$ cat src/rtl/step_pulse_decoder.sv
// Step/dir pulse-train decoder: synchronizes and glitch-filters an external step
// input, then tracks signed position, pulse count, step period, high time and stall.
module step_pulse_decoder #(
   parameter int WIDTH         = 16,
   parameter int GLITCH_CYCLES = 2
) (
   input  logic                 clk,
   input  logic                 rst,
   input  logic                 enable,
   input  logic                 clear,
   input  logic                 step_in,
   input  logic                 dir_in,
   input  logic                 pulse_invert,
   input  logic [2*WIDTH-1:0]   timeout,
   input  logic [2*WIDTH-1:0]   target_count,
   output logic [2*WIDTH-1:0]   position,
   output logic [2*WIDTH-1:0]   pulse_count,
   output logic [2*WIDTH-1:0]   period,
   output logic [2*WIDTH-1:0]   high_time,
   output logic                 period_valid,
   output logic                 target_reached,
   output logic                 stalled,
   output logic                 dir_out
);

   localparam int              CW     = 2 * WIDTH;
   localparam logic [CW-1:0]   ONE    = CW'(1);
   localparam logic [CW-1:0]   ALL1   = '1;
   localparam logic [3:0]      G_LAST = 4'(GLITCH_CYCLES - 1);

   logic          step_s1, step_s2, dir_s1, dir_s2;
   logic          filt, filt_q;
   logic [3:0]    fcnt;
   logic [CW-1:0] per_cnt, hcnt;
   logic          armed, seen_step;
   logic          step_event, filt_fall;

   // Edges are taken from the registered filter output, so an event lands one
   // cycle after filt itself changes.
   assign step_event = filt & ~filt_q;
   assign filt_fall  = ~filt & filt_q;

   always_ff @(posedge clk) begin
      if (rst) begin
         step_s1        <= 1'b0;
         step_s2        <= 1'b0;
         dir_s1         <= 1'b0;
         dir_s2         <= 1'b0;
         filt           <= 1'b0;
         filt_q         <= 1'b0;
         fcnt           <= '0;
         per_cnt        <= '0;
         hcnt           <= '0;
         armed          <= 1'b0;
         seen_step      <= 1'b0;
         position       <= '0;
         pulse_count    <= '0;
         period         <= '0;
         high_time      <= '0;
         period_valid   <= 1'b0;
         target_reached <= 1'b0;
         stalled        <= 1'b0;
         dir_out        <= 1'b0;
      end else begin
         step_s1 <= step_in ^ pulse_invert;
         step_s2 <= step_s1;
         dir_s1  <= dir_in;
         dir_s2  <= dir_s1;
         filt_q  <= filt;

         // filt follows the synced step only after GLITCH_CYCLES mismatches in a row
         if (step_s2 != filt) begin
            if (fcnt == G_LAST) begin
               filt <= step_s2;
               fcnt <= '0;
            end else begin
               fcnt <= fcnt + 4'd1;
            end
         end else begin
            fcnt <= '0;
         end

         period_valid <= 1'b0;

         if (clear) begin
            target_reached <= 1'b0;
         end else begin
            target_reached <= (target_count != '0) && (pulse_count >= target_count);
         end

         if (clear) begin
            position    <= '0;
            pulse_count <= '0;
            period      <= '0;
            high_time   <= '0;
            stalled     <= 1'b0;
            dir_out     <= 1'b0;
            per_cnt     <= '0;
            hcnt        <= '0;
            armed       <= 1'b0;
            seen_step   <= 1'b0;
         end else if (!enable) begin
            stalled <= 1'b0;
            hcnt    <= '0;
            armed   <= 1'b0;
         end else begin
            if (step_event) begin
               position <= dir_s2 ? position + ONE : position - ONE;
               if (pulse_count != ALL1) pulse_count <= pulse_count + ONE;
               dir_out   <= dir_s2;
               stalled   <= 1'b0;
               per_cnt   <= ONE;
               armed     <= 1'b1;
               seen_step <= 1'b1;
               if (armed) begin
                  period       <= per_cnt;
                  period_valid <= 1'b1;
               end
            end else begin
               if (per_cnt != ALL1) per_cnt <= per_cnt + ONE;
               if ((timeout != '0) && seen_step && (per_cnt >= timeout)) stalled <= 1'b1;
            end

            if (filt_fall) begin
               high_time <= hcnt;
               hcnt      <= '0;
            end else if (filt && (hcnt != ALL1)) begin
               hcnt <= hcnt + ONE;
            end
         end
      end
   end

endmodule

$ cat config.mk
export PLATFORM = sky130hd
export DESIGN_NAME = step_pulse_decoder
export DESIGN_NICKNAME = d
export VERILOG_FILES = /design/src/rtl/step_pulse_decoder.sv
export SDC_FILE = /design/constraint.sdc
export NUM_CORES = 1
export LEC_CHECK = 0
export BUFFER_PORTS_ARGS = -buffer_cell sky130_fd_sc_hd__buf_2
export CELL_PAD_IN_SITES_DETAIL_PLACEMENT = 1
export CELL_PAD_IN_SITES_GLOBAL_PLACEMENT = 2
export CORE_ASPECT_RATIO = 0.9
export CORE_MARGIN = 3
export CORE_UTILIZATION = 30
export CTS_CLUSTER_SIZE = 12
export DETAILED_ROUTE_END_ITERATION = 8
export PLACE_DENSITY_LB_ADDON = 0.1
export SLEW_MARGIN = 15
export SYNTH_ARGS = -nofsm -noshare
export SYNTH_HDL_FRONTEND = slang
export SYNTH_SLANG_ARGS = --single-unit
$ cat constraint.sdc
create_clock -name clk -period 8.07 [get_ports clk]
set_clock_uncertainty 0.2 [all_clocks]
set_input_delay 1.2105 -clock clk [delete_from_list [all_inputs] [get_ports clk]]
set_output_delay 1.2105 -clock clk [all_outputs]
set_load 0.005 [all_outputs]
==> summary.md, run 1 <==
• **total number of clock tree sinks** 208
• **Final min period** 3.52 ns
• **post-layout worst setup margin** 4.55 ns
• **Nets** 1,750
• **Chip Width** 210 um
• **sequential cell area** 4160 sq um
• **type of element launching the critical path** register
• **ant diodes** 0
• **outcome** finished clean
• **total wire length after detailed routing** 34,700 um
• **global-route wire length before repair** 56,900 um
• **count of cells resized by post-cts repair** 0
• **top flip-flop cell by instance count after synthesis** sky130_fd_sc_hd__dfxtp_1
• **final HPWL from detailed placement** 25,600 um
• **power density normalized to cell area** 173 nW/um^2
• **largest net degree at the start of global routing** 64
• **maximum level of the CTS H-tree** 1
• **number of max-slew violations in the final report** 0
• **Finished Core Util** 0.372
• **Post-DRT Antenna Nets** 0
• **1st-iter DRT viols** 288
• **Final Hold Fails** 0
• **clock network latency to the later pin of the worst-skew pair** 0.53 ns
• **Post-synth ARST share** 0
• **flop and latch count out of synthesis** 208
• **critical path data arrival time** 3.79 ns
• **Syn Inst Count** 1,388
• **number of standard cells in the final layout excluding fillers** 2,075
• **Placement Rows** 66
• **mean instance size in the synthesized netlist** 8.08 sq um
• **core footprint** 36,500 sq um
• **highest-count cells in the layout ignoring fill and taps** 227 x sky130_fd_sc_hd__nand2_1, 208 x sky130_fd_sc_hd__dfxtp_1, 202 x sky130_fd_sc_hd__buf_2
• **cell count after placement** 2,027
• **post-place setup slack** 4.40 ns
• **CTS Root Cell** sky130_fd_sc_hd__clkbuf_16
• **DR pass1 iterations** 4
• **sequential area share after synthesis** 0.371
• **leading cell type in the layout, fill and taps excluded** sky130_fd_sc_hd__nand2_1
• **Area Overhead vs Synth** 21.2%
• **multi-input gate area in the final layout** 6560 sq um
• **data required time of the worst path** 8.34 ns
• **warning count from the yosys run** 0
• **y dimension of the die** 189 um
• **Fill cells** 4,428
• **number of antenna violations at the first check in global routing** 0
• **Final setup viols** 0
• **Clock Tree Buf Depth** 3
• **area of the mapped netlist** 11,200 sq um
• **Total Neg Setup Slack** 0 ns
• **achievable clock frequency** 0.284 GHz
• **number of buffers inserted by port buffering** 202
• **vias after detailed routing** 10,197
• **Final GP Congestion** 0.756
• **Remaining Overflow, GRT** 0
• **starting density of the core** 0.307
• **Worst slew margin** 0.272
• **transition time at the pin with the least slew margin** 1.09 ns
• **Ports** 203
• **setup repair after global routing missed its margin** no
• **GRT Util Overall** 0.172
• **CTS clk-pin slew, worst paths** 0.06 ns
• **ratio of final minimum period to clock period** 0.436
• **CP Capture Type** register
• **CTS tree** done
• **max_cap viols** 0
• **number of hold buffers added after CTS** 0
• **fraction of layout cells with a size suffix above 1** 0.169
• **number of global-route vias before repair** 10,495
• **Peak VDD IR** 0.000150 V
• **Crit Path Max Fanout** 31
• **remaining design rule violation count** 0
• **total CTS buffers** 26
• **Net Count, Synth** 1,559
• **Post-synth EDFFs** 0
• **Leak Pwr** 6.11 nW
• **worst hold path class** reg2reg
• **Unique masters post-synth** 62
• **classification of the worst setup path** reg2reg
• **count of buffers added by post-CTS timing repair for setup** 0
• **WL/cell** 16.7 um
• **Vias per Instance** 4.91
• **Die ar.** 39,700 sq um
[kinds of logic (layout without fill, tap and decap cells)]
family / Yosys count / count (layout) / synth area share
flops: 208 / 208 / 0.371
simple gates: 591 / 591 / 0.244
compound gates: 239 / 239 / 0.132
buf+inv: 128 / 339 / 0.0441
xor+xnor: 118 / 118 / 0.0922
fa+ha+maj: 100 / 100 / 0.112
mux: 4 / 4 / 0.00357
[critical path, cell delays in order, from the launching register on]
cell,delay (ns)
sky130_fd_sc_hd__dfxtp_1,0.34
sky130_fd_sc_hd__inv_1,0.08
sky130_fd_sc_hd__buf_4,0.37
sky130_fd_sc_hd__ha_1,0.38
sky130_fd_sc_hd__a21oi_2,0.18
sky130_fd_sc_hd__o211ai_1,0.16
sky130_fd_sc_hd__a221o_2,0.43
sky130_fd_sc_hd__a311oi_4,0.30
sky130_fd_sc_hd__nor4b_2,0.13
sky130_fd_sc_hd__o21ai_2,0.21
sky130_fd_sc_hd__a21oi_2,0.10
sky130_fd_sc_hd__or4_1,0.47
sky130_fd_sc_hd__nand3_1,0.09
[cell type report]
cell class,instances,share of cell area
Sequential cell,208,0.306
Timing Repair Buffer,212,0.0799
Tap cell,476,0.0438
Clock buffer,40,0.0570
Multi-Input combinational cell,1052,0.483
Inverter,79,0.0218
Clock inverter,8,0.00847
[metal layers]
metal	track usage	up-vias	wire (um)
met1	0.242	4869	17300
met5	0	-	0
met4	0.0301	0	546
met2	0.282	146	15600
li1	-	5145	-
met3	0.0280	37	1270
[synthesized netlist by cell type (7+ instances only)]
cell type                  instances  share of area
sky130_fd_sc_hd__and2_1           13         0.0073
sky130_fd_sc_hd__clkbuf_1         42          0.014
sky130_fd_sc_hd__nor3_1           14         0.0062
sky130_fd_sc_hd__a31oi_1           7         0.0039
sky130_fd_sc_hd__a21o_1           41          0.027
sky130_fd_sc_hd__and3_1           21          0.012
sky130_fd_sc_hd__and4_1           16          0.012
sky130_fd_sc_hd__nand3_1          54          0.024
sky130_fd_sc_hd__inv_1            79          0.026
sky130_fd_sc_hd__ha_1             99           0.11
sky130_fd_sc_hd__a21oi_1         122          0.054
sky130_fd_sc_hd__nand2b_1          7         0.0039
sky130_fd_sc_hd__nand4_1          43          0.024
sky130_fd_sc_hd__a211oi_1          9         0.0060
sky130_fd_sc_hd__dfxtp_1         208           0.37
sky130_fd_sc_hd__nand2_1         227          0.076
sky130_fd_sc_hd__nor4_1           20          0.011
sky130_fd_sc_hd__xor2_1           84          0.066
sky130_fd_sc_hd__o21ai_0          23          0.010
sky130_fd_sc_hd__nor2_1          148          0.050
sky130_fd_sc_hd__xnor2_1          34          0.027
sky130_fd_sc_hd__nor2b_1          11         0.0061
[where the power goes]
group / total [W] / switching [W] / internal, W / leakage, nW
Clock: 0.00121 / 0.000457 / 0.000753 / 0.440
Sequential: 0.00103 / 0.00000175 / 0.00103 / 1.68
Combinational: 0.000115 / 0.0000730 / 0.0000424 / 3.99
[registers in the layout (all words and copies together), names as in the netlist, 4 cells and up]
signal,count
high_time,32
period,32
fcnt,4
pulse_count,32
position,32
hcnt,32
per_cnt,32
[metrics by stage]
stage / power [W] / cell area (sq um) / hold WS, ns
global placement: 0.00117 / 12700 / 0.234
global route: 0.00247 / 13600 / 0.271
CTS: 0.00241 / 13600 / 0.253
detailed placement: 0.00117 / 12700 / 0.235
floorplan: 0.00112 / 11200 / 0.214
finish: 0.00236 / 13600 / 0.249
[path summary, 6_finish.rpt]
kind | startpoint | endpoint | slack (ns) | depth (start not counted)
worst min register to register | high_time[0]$_SDFFE_PP0P_ | high_time[0]$_SDFFE_PP0P_ | 0.25 | 2
worst max register to register | dir_s2$_SDFF_PP0_ | position[29]$_SDFFE_PP0P_ | 4.55 | 12
worst max-delay path | dir_s2$_SDFF_PP0_ | position[29]$_SDFFE_PP0P_ | 4.55 | 12
worst min-delay path | high_time[0]$_SDFFE_PP0P_ | high_time[0]$_SDFFE_PP0P_ | 0.25 | 2
(Power assumes the default switching activity.)
==> run 2, diff against run 1 <==
Settings changed: ABC_AREA set to 1, CORE_UTILIZATION 30 to 29.
Clock period 8.07 ns to 3 ns, I/O delays scaled along.
==> run 2 against run 1 <==
  * Sequential share of layout area down 5.5 points
  * Global-route usage up 1.9 points
  * Critical path type unchanged
  * Via count up 39%
  * Hold slack worse by 0.16 ns
  * First-iteration DRC count up 66%
  * Core utilization down 2.1 points
  * Largest power group unchanged
  * Area after synthesis up 24%
  * Setup slack worse by 4.2 ns
==> summary.md, run 2 <==
• **clock group share of total power** 0.484
• **mean instance size in the synthesized netlist** 6.51 sq um
• **multi-input gate area in the final layout** 8180 sq um
• **Int Pwr** 0.00496 W
• **GRT Util Overall** 0.191
• **Unique masters post-synth** 46
• **final HPWL from detailed placement** 38,500 um
• **Final min period** 2.60 ns
• **fraction of layout cells with a size suffix above 1** 0.145
• **area of the mapped netlist** 13,900 sq um
• **starting density of the core** 0.296
• **warning count from the yosys run** 0
• **Worst slew margin** 0.303
• **global-route wire length before repair** 79,200 um
• **Yosys top cell by area** sky130_fd_sc_hd__dfxtp_1
• **top flip-flop cell by instance count after synthesis** sky130_fd_sc_hd__dfxtp_1
• **delay contributed by the slowest stage of the critical path** 0.57 ns
• **sequential area share after synthesis** 0.299
• **global routing usage on met2** 0.315
• **share of power burned in registers** 0.412
• **CTS tree** done
• **Switching Power** 0.00183 W
• **DR pass1 iterations** 5
• **area after detailed placement** 15,600 sq um
• **met1 Track Usage GR** 0.269
• **power density normalized to cell area** 411 nW/um^2
• **portion of synthesized cell area occupied by the leading cell type** 0.299
• **type of element launching the critical path** register
• **ratio of final minimum period to clock period** 0.868
• **total CTS buffers** 26
• **number of max-slew violations in the final report** 0
• **Chip Width** 237 um
• **fraction of power consumed by combinational cells** 0.104
• **Final GP Congestion** 0.842
• **Syn Inst Count** 2,135
• **Net Count, Synth** 2,306
• **vias after detailed routing** 14,186
• **sequential cell area** 4160 sq um
• **Clock Tree Buf Depth** 3
• **CTS Root Cell** sky130_fd_sc_hd__clkbuf_16
• **Ports** 203
• **Nets** 2,512
• **Die ar.** 50,600 sq um
• **ant diodes** 0
• **core footprint** 47,000 sq um
• **Final Hold Fails** 0
• **classification of the worst setup path** reg2reg
• **Crit Path Max Fanout** 37
• **CTS clk-pin slew, worst paths** 0.06 ns
• **transition time at the pin with the least slew margin** 1.04 ns
• **count of buffers added by post-CTS timing repair for setup** 0
• **remaining design rule violation count** 0
• **WL/cell** 16.6 um
• **maximum level of the CTS H-tree** 1
• **achievable clock frequency** 0.384 GHz
• **Final setup viols** 0
• **clock network latency to the later pin of the worst-skew pair** 0.56 ns
• **setup repair after global routing missed its margin** no
• **total wire length after detailed routing** 49,300 um
• **Post-synth ARST share** 0
• **1st-iter DRT viols** 477
• **Buf+Inv Stages, Crit Path** 1
• **switching share of power** 0.269
• **max_cap viols** 0
• **leading cell type in the layout, fill and taps excluded** sky130_fd_sc_hd__nand2_1
• **Post-DRT Antenna Nets** 0
• **flop and latch count out of synthesis** 208
• **slowest cell on the critical path** sky130_fd_sc_hd__dfxtp_1
• **met3 Use GR** 0.0289
• **dominant cell by count in the synthesized netlist** sky130_fd_sc_hd__nand2_1
• **Remaining Overflow, GRT** 0
• **ordered cell list for the critical path** nand2_2 -> nor2_1 -> nand2_2 -> nor2_4 -> nand3_4 -> nand2_4 -> buf_4 -> nor2_1 -> nand2_1 -> nand2_1 -> a21oi_1
• **data required time of the worst path** 3.29 ns
• **Area Overhead vs Synth** 18.9%
• **Peak VDD IR** 0.000425 V
• **count of cells resized by post-cts repair** 0
• **Fill cells** 6,109
• **CP Capture Type** register
• **y dimension of the die** 214 um
• **Leak Pwr** 7.71 nW
• **final cell area excluding filler cells** 16,500 sq um
• **outcome** finished clean
• **busiest metal layer after global routing** met2
• **number of buffers inserted by port buffering** 202
• **total number of clock tree sinks** 208
• **largest net degree at the start of global routing** 108
• **Post-synth EDFFs** 0
• **synth cell count leaders** 546 x sky130_fd_sc_hd__nand2_1, 317 x sky130_fd_sc_hd__inv_1, 225 x sky130_fd_sc_hd__nor2_1
• **worst hold path class** in2reg
• **Placement Rows** 75
• **Top delay family on crit path** simple AND/OR/NAND/NOR gates
• **highest-count cells in the layout ignoring fill and taps** 546 x sky130_fd_sc_hd__nand2_1, 317 x sky130_fd_sc_hd__inv_1, 225 x sky130_fd_sc_hd__nor2_1
• **Vias per Instance** 4.77
• **number of hold buffers added after CTS** 6
• **biggest area contributors in the synthesized netlist** sky130_fd_sc_hd__dfxtp_1 30%, sky130_fd_sc_hd__nand2_1 15%, sky130_fd_sc_hd__ha_1 8.9%
• **critical path data arrival time** 2.89 ns
• **Total Neg Setup Slack** 0 ns
• **number of antenna violations at the first check in global routing** 1
• **number of global-route vias before repair** 14,472
## run 2: changes by cell type in the layout (fill, tap and decap cells not counted), moves of 16 or more
| cell | previous run | this run |
|---|---|---|
| sky130_fd_sc_hd__buf_4 | 10 | 28 |
| sky130_fd_sc_hd__and3_1 | 21 | 1 |
| sky130_fd_sc_hd__nand3_1 | 54 | 83 |
| sky130_fd_sc_hd__o21ai_0 | 23 | 121 |
| sky130_fd_sc_hd__nor2_1 | 147 | 225 |
| sky130_fd_sc_hd__a21oi_1 | 122 | 186 |
| sky130_fd_sc_hd__a21o_1 | 41 | 1 |
| sky130_fd_sc_hd__inv_1 | 79 | 317 |
| sky130_fd_sc_hd__nand2_1 | 227 | 546 |
| sky130_fd_sc_hd__o21bai_1 | 5 | 26 |
| sky130_fd_sc_hd__xnor2_1 | 34 | 15 |
| sky130_fd_sc_hd__and4_1 | 16 | 0 |
| sky130_fd_sc_hd__nor3_1 | 14 | 45 |
| sky130_fd_sc_hd__xor2_1 | 84 | 43 |
## run 2: area by class of cell
| cell class | count | share of cell area |
|---|---|---|
| clock buffer | 37 | 0.0467 |
| timing repair buffer | 238 | 0.0799 |
| clock inverter | 10 | 0.00673 |
| sequential | 208 | 0.252 |
| tap | 616 | 0.0466 |
| multi-input combinational | 1540 | 0.494 |
| inverter | 327 | 0.0742 |
## run 2: power groups by stage
stage          logic, W  clock network (W)  registers [W]
6_report       0.000706            0.00329        0.00280
3_5_place_dp   0.000707                  0        0.00286
5_1_grt        0.000813            0.00352        0.00280
4_1_cts        0.000719            0.00342        0.00280
2_1_floorplan  0.000478                  0        0.00286
3_3_place_gp   0.000694                  0        0.00286
## run 2: stage by stage
stage          setup slack (ns)  total power [W]  hold WS, ns  cells   util
6_report                  0.397          0.00679       0.0848   2976  0.352
5_1_grt                   0.114          0.00713       0.0675   2976  0.352
4_1_cts                   0.362          0.00694       0.0444   2976  0.352
3_5_place_dp              0.395          0.00357        0.197   2923  0.332
3_3_place_gp              0.417          0.00355        0.199   2923  0.332
2_1_floorplan             0.483          0.00333        0.188   2135      -
## run 2: cells by family after synthesis
kind of cell / share of synthesized area
XOR/XNOR: 0.0365
AO/OA/AOI/OAI: 0.147
adder cells (fa/ha/maj): 0.0905
AND/OR/NAND/NOR: 0.312
flip-flops: 0.299
buffers and inverters: 0.114
## run 2: worst paths after layout
path / to / from / cells after the start / slack, ns
hold reg to reg: dir_s2$_SDFF_PP0_ / dir_s1$_SDFF_PP0_ / 2 / 0.20
setup reg to reg: per_cnt[4]$_SDFFE_PP0P_ / per_cnt[7]$_SDFFE_PP0P_ / 11 / 0.40
setup / recovery: per_cnt[4]$_SDFFE_PP0P_ / per_cnt[7]$_SDFFE_PP0P_ / 11 / 0.40
hold / removal: stalled$_SDFFE_PP0P_ / enable / 3 / 0.08
## run 2: metal layers
layer,part of all wire,vias up
li1,-,7283
met1,0.50,6665
met2,0.45,186
met3,0.038,50
met4,0.016,2
met5,0.00037,-
## run 2: tightest hold or removal path, cell delays in order
cell and delay [ns]:
sky130_fd_sc_hd__buf_2 0.19, sky130_fd_sc_hd__nand3_1 0.11, sky130_fd_sc_hd__a21oi_1 0.04
==> run 3, diff against run 2 <==
Settings changed: ABC_AREA 1 to not set, CORE_UTILIZATION 29 to 30, CTS_BUF_LIST set to sky130_fd_sc_hd__clkbuf_4 sky130_fd_sc_hd__clkbuf_8.
==> run 3 against run 2 <==
  * The run now ends with negative setup slack left
  * Die area fell by 22%
  * Register-to-register slack worse by 0.50 ns
  * Non-clock buffer count grew 85
  * Count of clock-buffer cells in the layout rose by 26
  * Global-route usage fell by 0.83 points
  * Sequential cell count stayed put
  * Critical path type unchanged
  * Highest routed layer is now met4
==> summary.md, run 3 (same netlist as run 1, synthesis figures left out) <==
• **final HPWL from detailed placement** 27,700 um
• **cell count after placement** 2,117
• **total wire length after detailed routing** 36,900 um
• **delay contributed by the slowest stage of the critical path** 0.36 ns
• **share of power burned in registers** 0.439
• **Switching Power** 0.00153 W
• **number of buffers inserted by port buffering** 202
• **R2R setup slack** -0.10 ns
• **GRT Util Overall** 0.183
• **max_cap viols** 0
• **ordered cell list for the critical path** clkinvlp_4 -> buf_12 -> buf_6 -> buf_4 -> ha_4 -> a21o_1 -> a21oi_2 -> a31oi_2 -> a311oi_4 -> nor4b_4 -> o21ai_2 -> buf_4 -> nand2_2 -> a211oi_2 -> o31ai_4
• **classification of the worst setup path** reg2reg
• **Top delay family on crit path** compound AO/OA/AOI/OAI gates
• **Vias per Instance** 4.87
• **Peak VDD IR** 0.000234 V
• **Post-DRT Antenna Nets** 0
• **Buf+Inv Stages, Crit Path** 5
• **CTS clk-pin slew, worst paths** 0.06 ns
• **Leak Pwr** 6.74 nW
• **highest-count cells in the layout ignoring fill and taps** 225 x sky130_fd_sc_hd__nand2_1, 207 x sky130_fd_sc_hd__dfxtp_1, 202 x sky130_fd_sc_hd__buf_2
• **Final GP Congestion** 0.817
• **y dimension of the die** 189 um
• **vias after detailed routing** 10,747
• **Finished Core Util** 0.408
• **ratio of final minimum period to clock period** 1.03
• **1st-iter DRT viols** 289
• **clock group share of total power** 0.499
• **Final setup viols** 7
• **Placement Rows** 66
• **Ports** 203
• **Crit Path Max Fanout** 7
• **starting density of the core** 0.307
• **slowest cell on the critical path** sky130_fd_sc_hd__a311oi_4
• **Nets** 1,876
• **number of max-slew violations in the final report** 0
• **failing checks** negative setup slack
• **Critical Path Most Common Cell** sky130_fd_sc_hd__buf_4
• **fraction of layout cells with a size suffix above 1** 0.264
• **RR Endpoint** position[27]$_SDFFE_PP0P_
• **core footprint** 36,500 sq um
• **total CTS buffers** 41
• **remaining design rule violation count** 0
• **CTS Root Cell** sky130_fd_sc_hd__clkbuf_8
• **Hold Path Origin** target_count[15]
• **worst hold path class** in2reg
• **Clock Tree Buf Depth** 3
• **worst reg2reg path depth** 15
• **leading cell type in the layout, fill and taps excluded** sky130_fd_sc_hd__nand2_1
• **CP Capture Type** register
• **power density normalized to cell area** 425 nW/um^2
• **post-place setup slack** -0.333 ns
• **first element of the critical path** dir_s2$_SDFF_PP0_
• **DR pass1 iterations** 4
• **CTS tree** done
• **outcome** finished, violations left
• **transition time at the pin with the least slew margin** 0.728 ns
• **cell depth of the worst hold path** 5
• **largest net degree at the start of global routing** 62
• **Chip Width** 210 um
• **Area Overhead vs Synth** 32.6%
• **post-layout worst setup margin** -0.103 ns
• **global-route wire length before repair** 60,000 um
• **Final min period** 3.10 ns
• **number of global-route vias before repair** 11,200
• **number of antenna violations at the first check in global routing** 0
• **total number of clock tree sinks** 208
• **WL/cell** 16.7 um
• **fraction of power consumed by combinational cells** 0.062
• **achievable clock frequency** 0.322 GHz
• **maximum level of the CTS H-tree** 2
• **Final Hold Fails** 0
• **Remaining Overflow, GRT** 0
• **number of standard cells in the final layout excluding fillers** 2,209
• **data required time of the worst path** 3.22 ns
• **Worst slew margin** 0.515
• **R2R Path Start** dir_s2$_SDFF_PP0_
• **type of element launching the critical path** register
• **worst hold path endpoint** target_reached$_SDFF_PP0_
• **critical path data arrival time** 3.32 ns
• **clock network latency to the later pin of the worst-skew pair** 0.56 ns
• **Die ar.** 39,700 sq um
• **Int Pwr** 0.00479 W
• **ant diodes** 0
• **setup repair after global routing missed its margin** yes
• **switching share of power** 0.242
## run 3: metal layers
metal,up-vias,GRT usage,routed length (um)
met5,-,0,0
met4,0,0.0446,745
met3,53,0.0316,1380
met2,147,0.291,16100
met1,5130,0.258,18700
li1,5417,-,-
## run 3: worst max path at each step
stage / end / slack [ns] / depth (start not counted)
floorplan: position[29]$_SDFFE_PP0P_ / -0.40 / 11
global placement: position[31]$_SDFFE_PP0P_ / -0.30 / 11
detailed placement: position[31]$_SDFFE_PP0P_ / -0.33 / 11
CTS: position[27]$_SDFFE_PP0P_ / -0.21 / 14
global route: position[31]$_SDFFE_PP0P_ / -0.25 / 14
finish: position[27]$_SDFFE_PP0P_ / -0.10 / 15
## run 3: worst reg2reg max path: cells and delay by family, from the launching register on
kind / cells / cell delay (ns)
compound gates: 7 / 1.38
fa+ha+maj: 1 / 0.23
buf+inv: 5 / 0.65
flops: 1 / 0.35
simple gates: 2 / 0.14
## run 3: final cells by class
class | instances | area (sq um)
clock buffers | 63 | 792
clock inverters | 8 | 104
fillers | 4411 | 21600
inverters | 79 | 300
multi-input cells | 1052 | 6940
flip-flops and latches | 208 | 4170
well taps | 476 | 596
repair buffers | 323 | 1980
## run 3: repair_timing
item | 4_1_cts | 5_1_grt
hold buffers | 8 | 0
cloned | 0 | 0
setup endpoints to repair | 13 | 43
resized for setup | 32 | 34
pin swaps | 27 | 29
endpoints found under the hold margin | 6 | 0
setup buffers | 8 | 6
## run 3: power groups by stage
| stage | logic [W] | registers (W) | clock network (W) |
|---|---|---|---|
| 2_1_floorplan | 0.000189 | 0.00283 | 0 |
| 3_3_place_gp | 0.000344 | 0.00283 | 0 |
| 4_1_cts | 0.000382 | 0.00277 | 0.00330 |
| 6_report | 0.000394 | 0.00277 | 0.00316 |
| 3_5_place_dp | 0.000348 | 0.00283 | 0 |
| 5_1_grt | 0.000442 | 0.00277 | 0.00342 |
## run 3: metrics by stage
step	TNS [ns]	hold slack, ns	total power (W)	cell area, sq um
after floorplan	-1.63	0.214	0.00302	11300
after global placement	-1.13	0.242	0.00318	13400
after detailed placement	-1.50	0.247	0.00318	13400
after CTS	-1.00	0.192	0.00645	14700
after global routing	-1.96	0.243	0.00664	14900
final	-0.483	0.241	0.00632	14900
